## config.mk

```make
export PLATFORM = sky130hd
export DESIGN_NAME = alarm_ring_scheduler_flat
export DESIGN_NICKNAME = d
export VERILOG_FILES = /design/src/rtl/alarm_ring_scheduler_if.sv /design/src/rtl/alarm_ring_scheduler.sv /design/src/flat_wrapper.sv
export SDC_FILE = /design/constraint.sdc
export NUM_CORES = 1
export LEC_CHECK = 0
export ABC_CLOCK_PERIOD_IN_PS = 1500
export BUFFER_PORTS_ARGS = -buffer_cell sky130_fd_sc_hd__buf_2
export CORE_MARGIN = 2
export CORE_UTILIZATION = 46
export CTS_CLUSTER_SIZE = 28
export DETAILED_ROUTE_END_ITERATION = 10
export GPL_TIMING_DRIVEN = 0
export PLACE_DENSITY = 0.72
export SYNTH_ARGS = -nofsm -noshare
export SYNTH_HDL_FRONTEND = slang
export SYNTH_SLANG_ARGS = --single-unit
```

## constraint.sdc

```tcl
create_clock -name clk -period 1.5 [get_ports clk]
set_clock_uncertainty 0.1 [all_clocks]
set_input_delay 0.15 -clock clk [delete_from_list [all_inputs] [get_ports clk]]
set_output_delay 0.15 -clock clk [all_outputs]
set_load 0.01 [all_outputs]
```

## src/rtl/alarm_ring_scheduler_if.sv

```systemverilog
// Alarm ring scheduler bus: tick/request/ack/snooze inputs and buzzer/status outputs.
// Slave is the scheduler; master is whatever drives it (main_unit side / testbench).
interface alarm_ring_scheduler_if;
   logic       tick;
   logic [2:0] ring_req;
   logic       ack;
   logic       snooze;
   logic       buzzer;
   logic [1:0] active_id;
   logic [2:0] pending;
   logic [2:0] snoozed;

   modport master (
      output tick, ring_req, ack, snooze,
      input  buzzer, active_id, pending, snoozed
   );

   modport slave (
      input  tick, ring_req, ack, snooze,
      output buzzer, active_id, pending, snoozed
   );
endinterface

```

## src/rtl/alarm_ring_scheduler.sv

```systemverilog
// Latches rising edges of three alarm levels and rings them one at a time on a buzzer.
// Define ALARM_SNOOZE_EN to build per-alarm snooze timers; otherwise snooze acts as ack.
module alarm_ring_scheduler #(
   parameter int RING_SECS   = 60,
   parameter int SNOOZE_SECS = 300
) (
   input logic                   clk,
   input logic                   rst,
   alarm_ring_scheduler_if.slave bus
);
   localparam int RING_W = $clog2(RING_SECS + 1);

   typedef enum logic {S_IDLE, S_RING} state_t;

   state_t            r_state;
   logic              r_buzzer;
   logic [1:0]        r_active_id;
   logic [RING_W-1:0] r_ring_cnt;
   logic [2:0]        r_req_d;

   logic [2:0] w_rise;
   logic [2:0] w_pending;
   logic [2:0] w_snoozed;
   logic [2:0] w_ring_mask;
   logic [2:0] w_win_mask;
   logic [2:0] w_snz_expire;
   logic [1:0] w_win_idx;
   logic       w_start;
   logic       w_timeout;
   logic       w_ring_end;

   assign w_rise     = bus.ring_req & ~r_req_d;
   assign w_start    = (r_state == S_IDLE) && (w_pending != 3'b000);
   assign w_timeout  = bus.tick && (r_ring_cnt == RING_W'(RING_SECS - 1));
   assign w_ring_end = bus.ack | bus.snooze | w_timeout;

   // Alarm one has the highest priority.
   always_comb begin
      w_win_idx = 2'd0;
      if (w_pending[0])
         w_win_idx = 2'd0;
      else if (w_pending[1])
         w_win_idx = 2'd1;
      else if (w_pending[2])
         w_win_idx = 2'd2;
   end

   // Reset to all-ones so levels already high at reset release are not seen as edges.
   always_ff @(posedge clk) begin
      if (rst)
         r_req_d <= 3'b111;
      else
         r_req_d <= bus.ring_req;
   end

   always_ff @(posedge clk) begin
      if (rst) begin
         r_state     <= S_IDLE;
         r_buzzer    <= 1'b0;
         r_active_id <= 2'd0;
         r_ring_cnt  <= '0;
      end else begin
         case (r_state)
            S_IDLE: begin
               if (w_start) begin
                  r_state     <= S_RING;
                  r_buzzer    <= 1'b1;
                  r_active_id <= w_win_idx + 2'd1;
                  r_ring_cnt  <= '0;
               end
            end
            S_RING: begin
               if (w_ring_end) begin
                  r_state     <= S_IDLE;
                  r_buzzer    <= 1'b0;
                  r_active_id <= 2'd0;
               end else if (bus.tick) begin
                  r_ring_cnt <= r_ring_cnt + RING_W'(1);
               end
            end
            default: begin
               r_state <= S_IDLE;
            end
         endcase
      end
   end

   genvar gi;
   generate
      for (gi = 0; gi < 3; gi++) begin : g_chan
         logic r_pend;

         assign w_win_mask[gi]  = (w_win_idx == 2'(gi));
         assign w_ring_mask[gi] = (r_state == S_RING) && (r_active_id == 2'(gi + 1));
         assign w_pending[gi]   = r_pend;

         // A new edge on the channel currently ringing is dropped.
         always_ff @(posedge clk) begin
            if (rst)
               r_pend <= 1'b0;
            else
               r_pend <= (r_pend & ~(w_start & w_win_mask[gi]))
                       | (w_rise[gi] & ~w_ring_mask[gi])
                       | w_snz_expire[gi];
         end

`ifdef ALARM_SNOOZE_EN
         localparam int SNZ_W = $clog2(SNOOZE_SECS + 1);

         logic             r_snz;
         logic [SNZ_W-1:0] r_snz_cnt;
         logic             w_snz_start;

         assign w_snz_start      = w_ring_mask[gi] & bus.snooze & ~bus.ack;
         assign w_snz_expire[gi] = r_snz & bus.tick & (r_snz_cnt == SNZ_W'(1));
         assign w_snoozed[gi]    = r_snz;

         // A fresh edge cancels the snooze; the pending bit is set by the edge itself.
         always_ff @(posedge clk) begin
            if (rst) begin
               r_snz     <= 1'b0;
               r_snz_cnt <= '0;
            end else if (r_snz && w_rise[gi]) begin
               r_snz <= 1'b0;
            end else if (w_snz_start) begin
               r_snz     <= 1'b1;
               r_snz_cnt <= SNZ_W'(SNOOZE_SECS);
            end else if (r_snz && bus.tick) begin
               r_snz_cnt <= r_snz_cnt - SNZ_W'(1);
               if (r_snz_cnt == SNZ_W'(1))
                  r_snz <= 1'b0;
            end
         end
`else
         assign w_snz_expire[gi] = 1'b0;
         assign w_snoozed[gi]    = 1'b0;
`endif
      end
   endgenerate

   assign bus.buzzer    = r_buzzer;
   assign bus.active_id = r_active_id;
   assign bus.pending   = w_pending;
   assign bus.snoozed   = w_snoozed;
endmodule

```

## src/flat_wrapper.sv

```systemverilog
// flat-port wrapper written by rule: the top's interface ports become plain ports
module alarm_ring_scheduler_flat 
#(
   parameter int RING_SECS   = 60,
   parameter int SNOOZE_SECS = 300
)
  (clk, rst, bus_tick, bus_ring_req, bus_ack, bus_snooze, bus_buzzer, bus_active_id, bus_pending, bus_snoozed);
  alarm_ring_scheduler_if bus_i ();
  input logic clk;
  input logic rst;
  input wire logic [$bits(bus_i.tick)-1:0] bus_tick;
  input wire logic [$bits(bus_i.ring_req)-1:0] bus_ring_req;
  input wire logic [$bits(bus_i.ack)-1:0] bus_ack;
  input wire logic [$bits(bus_i.snooze)-1:0] bus_snooze;
  output wire logic [$bits(bus_i.buzzer)-1:0] bus_buzzer;
  output wire logic [$bits(bus_i.active_id)-1:0] bus_active_id;
  output wire logic [$bits(bus_i.pending)-1:0] bus_pending;
  output wire logic [$bits(bus_i.snoozed)-1:0] bus_snoozed;
  assign bus_i.tick = bus_tick;
  assign bus_i.ring_req = bus_ring_req;
  assign bus_i.ack = bus_ack;
  assign bus_i.snooze = bus_snooze;
  assign bus_buzzer = bus_i.buzzer;
  assign bus_active_id = bus_i.active_id;
  assign bus_pending = bus_i.pending;
  assign bus_snoozed = bus_i.snoozed;
  alarm_ring_scheduler #(.RING_SECS(RING_SECS), .SNOOZE_SECS(SNOOZE_SECS)) u_core (.clk(clk), .rst(rst), .bus(bus_i));
endmodule
```

# ---- Yosys cells after proc, flatten, opt, wreduce, memory -nomap -nowiden
# Index checks and enable logic that the tools add are counted.
dict set report classes {
  addsub 2
  eq_ne 10
  muxes 16
  bitwise_logic 23
  n_reduce_logical 9
}
# op count
set op_table {}
lappend op_table {{6-bit 2-to-1 mux} 3}
lappend op_table {{6-bit case mux with 2 select lines} 1}
lappend op_table {{2-bit 2-to-1 mux} 5}
lappend op_table {{1-bit AND} 9}
lappend op_table {{1-bit inverter} 7}
lappend op_table {{6-bit by 1-bit adder with 6-bit output (second input constant)} 1}
lappend op_table {{2-bit equality test (second input constant)} 3}
lappend op_table {{6-bit equality test (second input constant)} 1}
lappend op_table {{2-bit != test (second input constant)} 3}
lappend op_table {{1-bit logical AND} 5}
lappend op_table {{1-bit bitwise OR} 5}
lappend op_table {{2-bit by 1-bit equality test with 1-bit output (second input constant)} 2}
lappend op_table {{1-bit 2-to-1 mux} 4}
lappend op_table {{1-bit case mux with 2 select lines} 2}
lappend op_table {{2-bit case mux with 2 select lines} 1}
lappend op_table {{3-bit AND} 1}
lappend op_table {{3-bit inverter} 1}
lappend op_table {{3-bit AND reduction} 1}
lappend op_table {{3-bit nonzero test} 1}
lappend op_table {{2-bit by 1-bit adder with 2-bit output (second input constant)} 1}
lappend op_table {{2-bit zero test} 1}
lappend op_table {{2-bit by 1-bit != test with 1-bit output (second input constant)} 1}
lappend op_table {{2-bit AND reduction} 1}
dict set report totals {
  register_bits 16
  out_inout_bits 9
  word_cells 68
}

# ---- Longest topological paths before layout
dict set report logic_depth {
  depth_word 8
  depth_mapped 5
  mapped_depth_nobuf 5
}

# ---- Worst setup path after synthesis
# No wires, ideal clock.
dict set report synth_path {
  kind {register to register}
  from {register u_core.r_ring_cnt[0]}
  to {register u_core.r_ring_cnt[2]}
  setup_ps 62
  arrival_time_ps 1355
  setup_slack_ps -17
  path_stages_with_launch 6
  n_path_buf 0
  synth_period_minus_slack_ps 1517
  path_cell_list {dfxtp_1 > ha_1 > nand4_1 > o21bai_4 > or4b_1 > nand3_1}
}
dict set report synth_between {
  elab_chain_len 5
  word_cells_on_any_way 9
  cone_classes {add/sub (1); eq/ne (2); mux (3); bitwise (1); reduce/logical (2)}
}
# item line
set synth_lines {}
lappend synth_lines {{start, declared} alarm_ring_scheduler.sv:18} ;# logic [RING_W-1:0] r_ring_cnt;
lappend synth_lines {{start signal, assigned} alarm_ring_scheduler.sv:78} ;# r_ring_cnt <= r_ring_cnt + RING_W'(1);
lappend synth_lines {{branches (longest 5 deep; another with 6-bit by 1-bit adder with 6-bit output)} --}
# Parallel ways; which one is timed is not known. The select of a mux whose other input is x is not followed.
# A chain may end at the register's enable or synchronous reset.

# ---- Worst setup path in the final report
# Same ends and word-level chain as after synthesis.

==> summary.md <==
| Metric | Value |
|---|---|
| Status | complete, no violations |
| Comb pwr share | 14.3% |
| RSZ-0062 raised after global routing | true |
| Clock buffer depth | 2 |
| Die Y | 44.9 um |
| Max Cap Viol | 0 |
| FF+latch count, synth | 16 |
| Root Buffer | clkbuf_4 |
| Layout Utilization | 67.2% |
| Clk slew on worst S/H paths | 0.09 ns |
| Yosys warning count | 0 |
| Switching share of power | 24.7% |
| Share of layout cells above drive strength 1 | 38.7% |
| Starting Density | 50.0% |
| Die Footprint | 0.00202 mm2 |
| CTS Buf Count | 3 |
| PortBufs | 12 |
| Pre-antenna DRT Iters | 5 |
| Slew Viols, Final | 0 |
| Synth top area share | 41.6% |
| Clock power share | 32.8% |
| H-tree levels | 1 |
| Worst setup SP type | register |
| Vias in the first global route | 655 |
| Crit-path cells | ha_4 -> nand4_1 -> o21bai_4 -> or4b_1 -> nand3_1 |
| Peak VDD IR | 0.583 mV |
| Worst-Skew Late Latency | 0.28 ns |
| CP required | 1.63 ns |
| Seq pwr share | 52.9% |
| Final min period | 1.48 ns |
| FF+latch area | 333 um2 |
| Synth area leader | dfxtp_1 |
| Leakage | 0.410 nW |
| Netlist Area Pre-Place | 771 um2 |
| Internal | 0.648 mW |
| Hold-critical path endpoint | u_core.r_state |
| Maximum clock frequency | 677 MHz |
| Multi-input logic area | 420 um2 |
| Core Footprint | 0.00154 mm2 |
| Gate Count Post-Synth | 90 |
| Crit-path max FO | 5 |
| Setup CP Type | reg2reg |
| Antenna Cells | 0 |
| Wirelength per Cell | 14.2 um |
| Reg-to-Reg End | u_core.r_ring_cnt[2] |
| Routed WL | 1910 um |
| Hold WC Path Type | in2reg |
| Number of synthesized flops with an enable pin | 0 |
| Die Width | 44.9 um |
| Cell Pwr Density | 831 mW/mm2 |
| Period utilization | 98.4% |
| ANT nets after route | 0 |
| Final setup violation count | 0 |
| Nets | 129 |
| Critical Path AT | 1.60 ns |
| Area Overhead vs Synth | 34.4% |
| Global-route wire length before repair | 2900 um |
| Via density per instance | 5.78 |
| Overall routing resource usage | 20.1% |
| Worst r2r src | u_core.r_ring_cnt[0] |
| Initial antenna violation count | 0 |
| GR Overflow Total | 0 |
| Synth cell types | 29 |
| Min-delay src | bus_snooze |
| CTS tree | yes |
| DRT iter0 DRCs | 63 |
| Via count | 780 |
| Setup TNS | 0 ns |
| Residual DRC | 0 |
| Clk sinks | 16 |
| Largest net degree at the start of global routing | 11 |
| GPL Wtd Cong | 0.780 |
| Fin. Hold Viols | 0 |
| Syn avg cell area | 8.56 um2 |
| Reg2Reg Depth | 5 |
| Fillcell total | 115 |
| Worst Hold Depth | 5 |
| Slowest-stage cell, CP | or4b_1 |
| Sequential element share of the synthesized area | 41.6% |
| Core Rows | 14 |
| Ys flop type | dfxtp_1 |
| IO Pins | 17 |
| R2R Setup Slk | 0.02 ns |
| Crit-path max cell delay | 0.48 ns |
| Critical Path Sink Type | register |
| Area contributors post-synth | dfxtp_1 (42%), nand3_1 (6.5%), buf_4 (5.8%) |
| Ys async rst share | 0% |
| Final HPWL DP | 1100 um |
| Switching Power | 0.213 mW |
stage by stage:
stage,cells,power [mW],hold WS [ns],instance area (um2),setup WS (ns)
after floorplan,92,0.534,0.157,782,0.0154
after global placement,120,0.565,0.246,862,-0.0839
after detailed placement,120,0.568,0.254,862,-0.111
after CTS,135,0.865,0.173,1020,0.00579
after global routing,135,0.901,0.194,1040,-0.0191
final,135,0.861,0.203,1040,0.0238
cell type report:
| type | instances | area share [%] |
|---|---|---|
| Clock buffer | 4 | 3.50 |
| Tap cell | 16 | 1.93 |
| Sequential cell | 16 | 32.1 |
| Buffer | 10 | 5.92 |
| Multi-Input combinational cell | 64 | 40.6 |
| Timing Repair Buffer | 23 | 15.2 |
| Inverter | 2 | 0.725 |
registers in the layout, indices dropped and copies added, names as in the netlist:
register	flops
u_core.g_chan.r_pend	3
u_core.bus.active_id	2
u_core.r_ring_cnt	6
u_core.bus.buzzer	1
u_core.r_state	1
u_core.r_req_d	3
cells by family (layout without fill, tap and decap cells):
kind of cell / after synthesis / count (layout) / share of synthesized area, %
AND/OR/NAND/NOR: 39 / 39 / 28.7
adder cells (fa/ha/maj): 1 / 1 / 1.62
AO/OA/AOI/OAI: 21 / 21 / 18.8
flip-flops: 16 / 16 / 41.6
other: 1 / 3 / 0.487
buffers and inverters: 12 / 39 / 8.77
worst max-delay path: cells and delay by family (launching register included):
kind	cells	cell delay, ns
fa+ha+maj	1	0.15
flops	1	0.36
compound gates	1	0.10
simple gates	3	0.71
layer usage:
| layer | vias up | share of wire (%) | global-route usage [%] |
|---|---|---|---|
| li1 | 379 | - | - |
| met1 | 356 | 43 | 26.1 |
| met2 | 36 | 47 | 29.1 |
| met3 | 9 | 6.6 | 4.80 |
| met4 | 0 | 3.1 | 14.1 |
| met5 | - | 0 | 0 |
synthesized netlist by cell type, types with 2 or more instances:
cell type,instances
a21oi_1,6
clkbuf_1,4
o21ai_0,3
inv_1,2
a31o_1,2
or2_2,3
nand4b_1,2
dfxtp_1,16
or2_1,2
nor2b_1,3
a21boi_1,2
nand3_1,10
nor3_1,3
a31oi_1,3
o31ai_1,3
nand2_1,5
buf_4,6
nor2_1,4
how the worst max path moves through the flow:
stage / start / endpoint / slack [ns] / cells after the start
after floorplan: u_core.r_ring_cnt[0] / u_core.r_ring_cnt[2] / 0.02 / 5
after global placement: u_core.r_ring_cnt[0] / u_core.bus.active_id[0] / -0.08 / 5
after detailed placement: u_core.r_ring_cnt[0] / u_core.bus.active_id[0] / -0.11 / 5
after CTS: u_core.r_state / u_core.r_ring_cnt[5] / 0.006 / 4
after global routing: u_core.r_ring_cnt[0] / u_core.r_ring_cnt[2] / -0.02 / 5
final: u_core.r_ring_cnt[0] / u_core.r_ring_cnt[2] / 0.02 / 5
power by group through the flow:
stage	clock network [mW]	registers, mW	logic [mW]
final	0.282	0.455	0.123
after global routing	0.311	0.459	0.131
after CTS	0.292	0.455	0.118
after detailed placement	0	0.470	0.0983
after global placement	0	0.469	0.0962
after floorplan	0	0.470	0.0641
placed cells by master, fill, tap and decap left out, drive strengths merged:
cell / n
buf: 26
o31ai: 3
conb: 3
o21bai: 1
nor2b: 3
o211ai: 1
nand3b: 1
or2: 5
nand4bb: 1
or3: 1
dlygate4sd3: 3
or4b: 1
a21oi: 6
a31oi: 3
dfxtp: 16
o21ai: 3
or4: 1
inv: 2
clkbuf: 8
nand4b: 2
ha: 1
a31o: 2
nor3: 3
nand4: 1
a21boi: 2
nor2: 4
nand2: 5
nand3: 10
nor4: 1
timing repair:
action,CTS,global route
endpoints found under the hold margin,3,0
buffers inserted,8,0
hold buffers,3,0
setup endpoints to repair,6,10
gates cloned,0,0
resized for setup,9,6
pin swaps,9,7
(Power assumes the default switching activity.)
